[src/rtl/spi_ram.sv]
// spi_ram: single-port byte RAM driven by 10-bit command words from an SPI
// slave front end. din[9:8] is the opcode, din[7:0] the payload:
//   00 load write address   01 write data at write address
//   10 load read address    11 read data at read address into dout
// Data commands issued before their address has been loaded are rejected
// and flagged on err for one cycle.
// Optional feature: define SPI_RAM_AUTO_INC_EN to post-increment the
// relevant address (wrapping MEM_DEPTH-1 -> 0) after every accepted data
// command. Without it, addresses change only on their load opcodes.
module spi_ram #(
  parameter int MEM_DEPTH = 256,
  parameter int ADDR_SIZE = 8
) (
  input  logic       clk,
  input  logic       rst,
  input  logic [9:0] din,
  input  logic       rx_valid,
  output logic [7:0] dout,
  output logic       tx_valid,
  output logic       err
);

  // Handshake: rx_valid qualifies din for exactly one cycle and there is no
  // ready -- every qualified word is consumed at that clock edge. tx_valid is
  // a level, not a pulse: dout holds the last read byte and tx_valid stays
  // high until an accepted 00/01/10 command or reset; another accepted 11
  // reloads dout and keeps tx_valid high.

  localparam logic [1:0] OP_WR_ADDR = 2'b00;
  localparam logic [1:0] OP_WR_DATA = 2'b01;
  localparam logic [1:0] OP_RD_ADDR = 2'b10;
  localparam logic [1:0] OP_RD_DATA = 2'b11;

  logic [7:0]           r_mem [MEM_DEPTH];
  logic [ADDR_SIZE-1:0] r_wr_addr;
  logic [ADDR_SIZE-1:0] r_rd_addr;
  logic                 r_wa_vld;
  logic                 r_ra_vld;
  logic [7:0]           r_dout;
  logic                 r_tx_valid;
  logic                 r_err;

  logic [1:0]           w_op;
  logic [7:0]           w_payload;
  logic [ADDR_SIZE-1:0] w_addr;
  logic                 w_wr_ok;
  logic                 w_rd_ok;
  logic                 w_reject;
  logic [ADDR_SIZE-1:0] w_wr_addr_next;
  logic [ADDR_SIZE-1:0] w_rd_addr_next;

  // Command decode: split the word and classify it as accepted or rejected.
  always_comb begin
    w_op      = din[9:8];
    w_payload = din[7:0];
    w_addr    = din[ADDR_SIZE-1:0];
    w_wr_ok   = rx_valid && (w_op == OP_WR_DATA) && r_wa_vld;
    w_rd_ok   = rx_valid && (w_op == OP_RD_DATA) && r_ra_vld;
    w_reject  = rx_valid && (((w_op == OP_WR_DATA) && !r_wa_vld) ||
                             ((w_op == OP_RD_DATA) && !r_ra_vld));
  end

`ifdef SPI_RAM_AUTO_INC_EN
  // Post-increment addresses, wrapping at the top of the memory.
  always_comb begin
    w_wr_addr_next = (r_wr_addr == ADDR_SIZE'(MEM_DEPTH - 1)) ? '0
                     : r_wr_addr + ADDR_SIZE'(1);
    w_rd_addr_next = (r_rd_addr == ADDR_SIZE'(MEM_DEPTH - 1)) ? '0
                     : r_rd_addr + ADDR_SIZE'(1);
  end
`else
  // Addresses stay put after data commands.
  always_comb begin
    w_wr_addr_next = r_wr_addr;
    w_rd_addr_next = r_rd_addr;
  end
`endif

  // Memory array: no reset so it maps onto RAM; reset blocks the write.
  always_ff @(posedge clk) begin
    if (!rst && w_wr_ok) begin
      r_mem[r_wr_addr] <= w_payload;
    end
  end

  // Control state, read data register and error pulse.
  always_ff @(posedge clk) begin
    if (rst) begin
      r_wr_addr  <= '0;
      r_rd_addr  <= '0;
      r_wa_vld   <= 1'b0;
      r_ra_vld   <= 1'b0;
      r_dout     <= 8'h00;
      r_tx_valid <= 1'b0;
      r_err      <= 1'b0;
    end else begin
      r_err <= w_reject;
      if (rx_valid) begin
        case (w_op)
          OP_WR_ADDR: begin
            r_wr_addr  <= w_addr;
            r_wa_vld   <= 1'b1;
            r_tx_valid <= 1'b0;
          end
          OP_WR_DATA: begin
            if (w_wr_ok) begin
              r_wr_addr  <= w_wr_addr_next;
              r_tx_valid <= 1'b0;
            end
          end
          OP_RD_ADDR: begin
            r_rd_addr  <= w_addr;
            r_ra_vld   <= 1'b1;
            r_tx_valid <= 1'b0;
          end
          default: begin
            if (w_rd_ok) begin
              r_dout     <= r_mem[r_rd_addr];
              r_tx_valid <= 1'b1;
              r_rd_addr  <= w_rd_addr_next;
            end
          end
        endcase
      end
    end
  end

  assign dout     = r_dout;
  assign tx_valid = r_tx_valid;
  assign err      = r_err;

endmodule

[config.mk]
export PLATFORM = sky130hd
export DESIGN_NAME = spi_ram
export DESIGN_NICKNAME = d
export VERILOG_FILES = /design/src/rtl/spi_ram.sv
export SDC_FILE = /design/constraint.sdc
export NUM_CORES = 2
export LEC_CHECK = 0
export ABC_AREA = 1
export ABC_CLOCK_PERIOD_IN_PS = 3300
export BUFFER_PORTS_ARGS = -buffer_cell sky130_fd_sc_hd__buf_2
export CAP_MARGIN = 30
export CORE_MARGIN = 2
export CORE_UTILIZATION = 50
export DETAILED_ROUTE_END_ITERATION = 10
export PLACE_DENSITY_LB_ADDON = 0.3
export SETUP_SLACK_MARGIN = 0.05
export SLEW_MARGIN = 5
export SYNTH_ARGS = -nofsm -noshare
export SYNTH_HDL_FRONTEND = slang
export SYNTH_SLANG_ARGS = --single-unit
[constraint.sdc]
create_clock -name clk -period 3.3 [get_ports clk]
set_clock_uncertainty 0.05 [all_clocks]
set_input_delay 0.165 -clock clk [delete_from_list [all_inputs] [get_ports clk]]
set_output_delay 0.165 -clock clk [all_outputs]
set_load 0.005 [all_outputs]
==> key figures <==
Setup path
  • Crit. End Element: flip-flop
  • Slowest stage cell, crit path: dfxtp_4
  • FF-to-FF setup slack: between 150 and 200 ps
  • R2R depth: 15
  • Worst reg2reg path endpoint: dout[4]$_SDFFE_PP0P_
  • Crit Path Max Fanout: between 80 and 90
  • Critical Path Source Type: flip-flop
  • Crit path largest cell delay: about 640 ps
  • Cell mode on critical path: nand3_1
  • CP required: 3980 ps
  • Critical-path cell list: inv_16 > buf_12 > buf_12 > nand2_1 > nand3_1 > nand3_1 > nand3_1 > nand3_1 > nand3_1 > nand3_1 > nand2_1 > nand2_1 > nand3_1 > nand2_1 > inv_1
  • WS Path Type: reg -> reg
  • R2r startpoint: r_rd_addr[0]$_SDFFE_PP0P_
  • Arrival time at the worst endpoint: roughly 3800 ps

CTS
  • Clock latency on the worst-skew pair: 850 ps
  • Post-cts hold buffer count: 17
  • Htree depth: 4
  • CTS tree: done
  • Clk slew on worst S/H paths: 60 ps
  • Clock buffer count from CTS: ~200
  • Max Root-Sink Buffers: 3
  • CTS root buffer: clkbuf_16
  • Sink Count: slightly above 2k
  • CTS resizes: 0
  • Post-CTS Setup Inserts: 0

STA
  • Pin slew with the least headroom to its limit: 1016 ps
  • Worst hold slack: approximately 360 ps
  • Part of the cycle the worst path needs: 94.40%
  • Final setup viols: 0
  • Min Tclk post-route: just over 3000 ps
  • Fmax: roughly 0.32 GHz
  • Final hold vios: 0
  • Pins over their slew limit: 0
  • Worst setup margin: ~180 ps
  • Setup_tns: 0 ps
  • RSZ-0062 raised after global routing: no
  • Worst slew margin: 32.30%

GRT
  • Vias in the first global route: between 50k and 60k
  • Largest net degree at the start of global routing: ~150
  • Total Routing Usage GR: a little over a quarter
  • First-pass GRT wire length: 340.1 mm
  • Initial antenna violation count: 1
  • GRT overflow: 0

Logic synthesis
  • Syn Area/Cell: 11.88 um2
  • Area contributors post-synth: edfxtp_1 (73%), nand3_1 (12%), nand2_1 (9.5%), buf_2 (1.8%), nor2_1 (1.3%)
  • Largest area contributor in the synthesized netlist: edfxtp_1
  • Post-Syn Area: ~84000 um2
  • Top cell type's share of synthesized area: between 70% and 80%
  • Synth warn: 0
  • #FFs+latches synth: just over 2k
  • Post-Syn Instances: between 7k and 8k
  • Synthesized net count: around 7k
  • Unique cell type count in the Yosys netlist: 20
  • Sequential area share after synthesis: approximately three quarters

Cells and area
  • Final net count: about 7k
  • Fin cells: roughly 9.6k
  • Antenna cells: 0
  • Synth-to-Final Area Change: 13.16%
  • FILL cells: ~13k
  • Commonest non-fill, non-tap cell in the layout: nand2_1
  • Commonest non-fill, non-tap cells in the layout: nand2_1 (2109), edfxtp_1 (2048), nand3_1 (2025)
  • Share of post-route cells with drive strength above 1: 9.293%

Floorplan
  • Row Count: 150
  • IO Pins: 23
  • Die Width: a little over 400 um
  • Die ar.: between 150000 and 200000 um2
  • Core footprint: roughly 170000 um2
  • Starting Density: about 50%
  • Die height: ~410 um

Power
  • Total chip power: 55680 uW
  • Leak: ~0.033 uW
  • PwrDens: between 500 and 600 nW/um2
  • Worst vdd ir: between 500 and 600 uV

Hold path
  • Hold Path Origin: din[4]
  • Worst Hold Depth: 2
  • Hold Crit Class: in -> reg
  • Worst Hold Path EP: r_mem[22][4]$_DFFE_PP_

Detailed routing
  • Routed Antenna Nets: 0
  • Routed WL: between 200 and 250 mm
  • Wirelength per Cell: 23.86 um
  • Initial drt markers: between 8k and 9k
  • DRC violations left: 0
  • DR vias: approximately 56k
  • TritonRoute pass-1 iters: 6
  • Vias per inst: 5.872

Placement
  • Post-DP HPWL: between 100 and 150 mm
  • Placed Cells: about 9.2k
  • Pre-CTS setup slack: around 210 ps
  • PortBufs: 22
  • Gp weighted congestion: 0.8684

Job
  • MaxCap Viol Count: 0

Status
  • Outcome: finished, final reports clean
## sequential cells by signal, indices dropped and copies added, names as in the netlist
| signal | flops |
|---|---|
| dout | 8 |
| err | 1 |
| r_mem | 2048 |
| r_ra_vld | 1 |
| r_rd_addr | 8 |
| r_wa_vld | 1 |
| r_wr_addr | 8 |
| tx_valid | 1 |
## how the worst max path moves through the flow
stage | start | endpoint | slack, ps | cells after the start
6_report | r_rd_addr[0]$_SDFFE_PP0P_ | dout[4]$_SDFFE_PP0P_ | 180 | 15
3_5_place_dp | din[8] | r_mem[66][4]$_DFFE_PP_ | 210 | 11
5_1_grt | r_wa_vld$_SDFFE_PP0P_ | r_mem[66][6]$_DFFE_PP_ | 110 | 8
2_1_floorplan | r_wa_vld$_SDFFE_PP0P_ | r_mem[102][0]$_DFFE_PP_ | 1150 | 7
4_1_cts | r_wa_vld$_SDFFE_PP0P_ | r_mem[66][6]$_DFFE_PP_ | 240 | 8
3_3_place_gp | r_rd_addr[0]$_SDFFE_PP0P_ | dout[3]$_SDFFE_PP0P_ | 190 | 15
## cell type report
cell class                 count  area [um2]  area share (%)
sequential                  2076       62080           65.26
multi-input combinational   4477       19460           20.46
clock buffer                 249        5410           5.687
timing repair buffer         383        3925           4.126
tap                         2204        2758           2.899
clock inverter               130        1331           1.399
inverter                      35       165.2          0.1736
## metrics by stage
stage / instance area, um2 / utilization (%)
final: 95130 / 56.95
after CTS: 95100 / 56.93
after floorplan: 84060 / -
after detailed placement: 88190 / 52.80
after global placement: 88150 / 52.78
after global routing: 95130 / 56.95
## power by group
part	total, uW	switching, uW	internal (uW)	leakage [uW]
Clock	23500	9950	13500	0.00329
Combinational	3220	2380	846	0.0113
Sequential	29000	31.7	29000	0.0186
## Yosys cell counts (all sizes together)
library cell  instances
a211oi               16
a21oi                 3
buf                 390
clkbuf               98
clkinv                4
dfxtp                28
edfxtp             2048
inv                  31
nand2              2125
nand3              2025
nor2                299
nor3                  6
nor4                  1
o21ai                 1
o22ai                 1
## kinds of logic (layout without fill, tap and decap cells)
family | Yosys count | after routing | share of synthesized area, %
buffers and inverters | 523 | 797 | 3.078
AND/OR/NAND/NOR | 4456 | 4456 | 22.92
flip-flops | 2076 | 2076 | 73.82
AO/OA/AOI/OAI | 21 | 21 | 0.1741
## routing by layer
metal,part of all wire (%),up-vias,global-route usage (%)
met5,0.0057,-,0
met2,47,2947,41.72
li1,-,25360,-
met3,9.2,487,4.296
met1,40,27310,36.14
met4,3.9,2,10.21
## worst max-delay path, delay by kind of cell (launching register included)
kind	cells	cell delay, ps
AND/OR/NAND/NOR	11	1490
flip-flops	1	640
buffers and inverters	4	750
No activity file was read; power rests on OpenSTA's default activity.
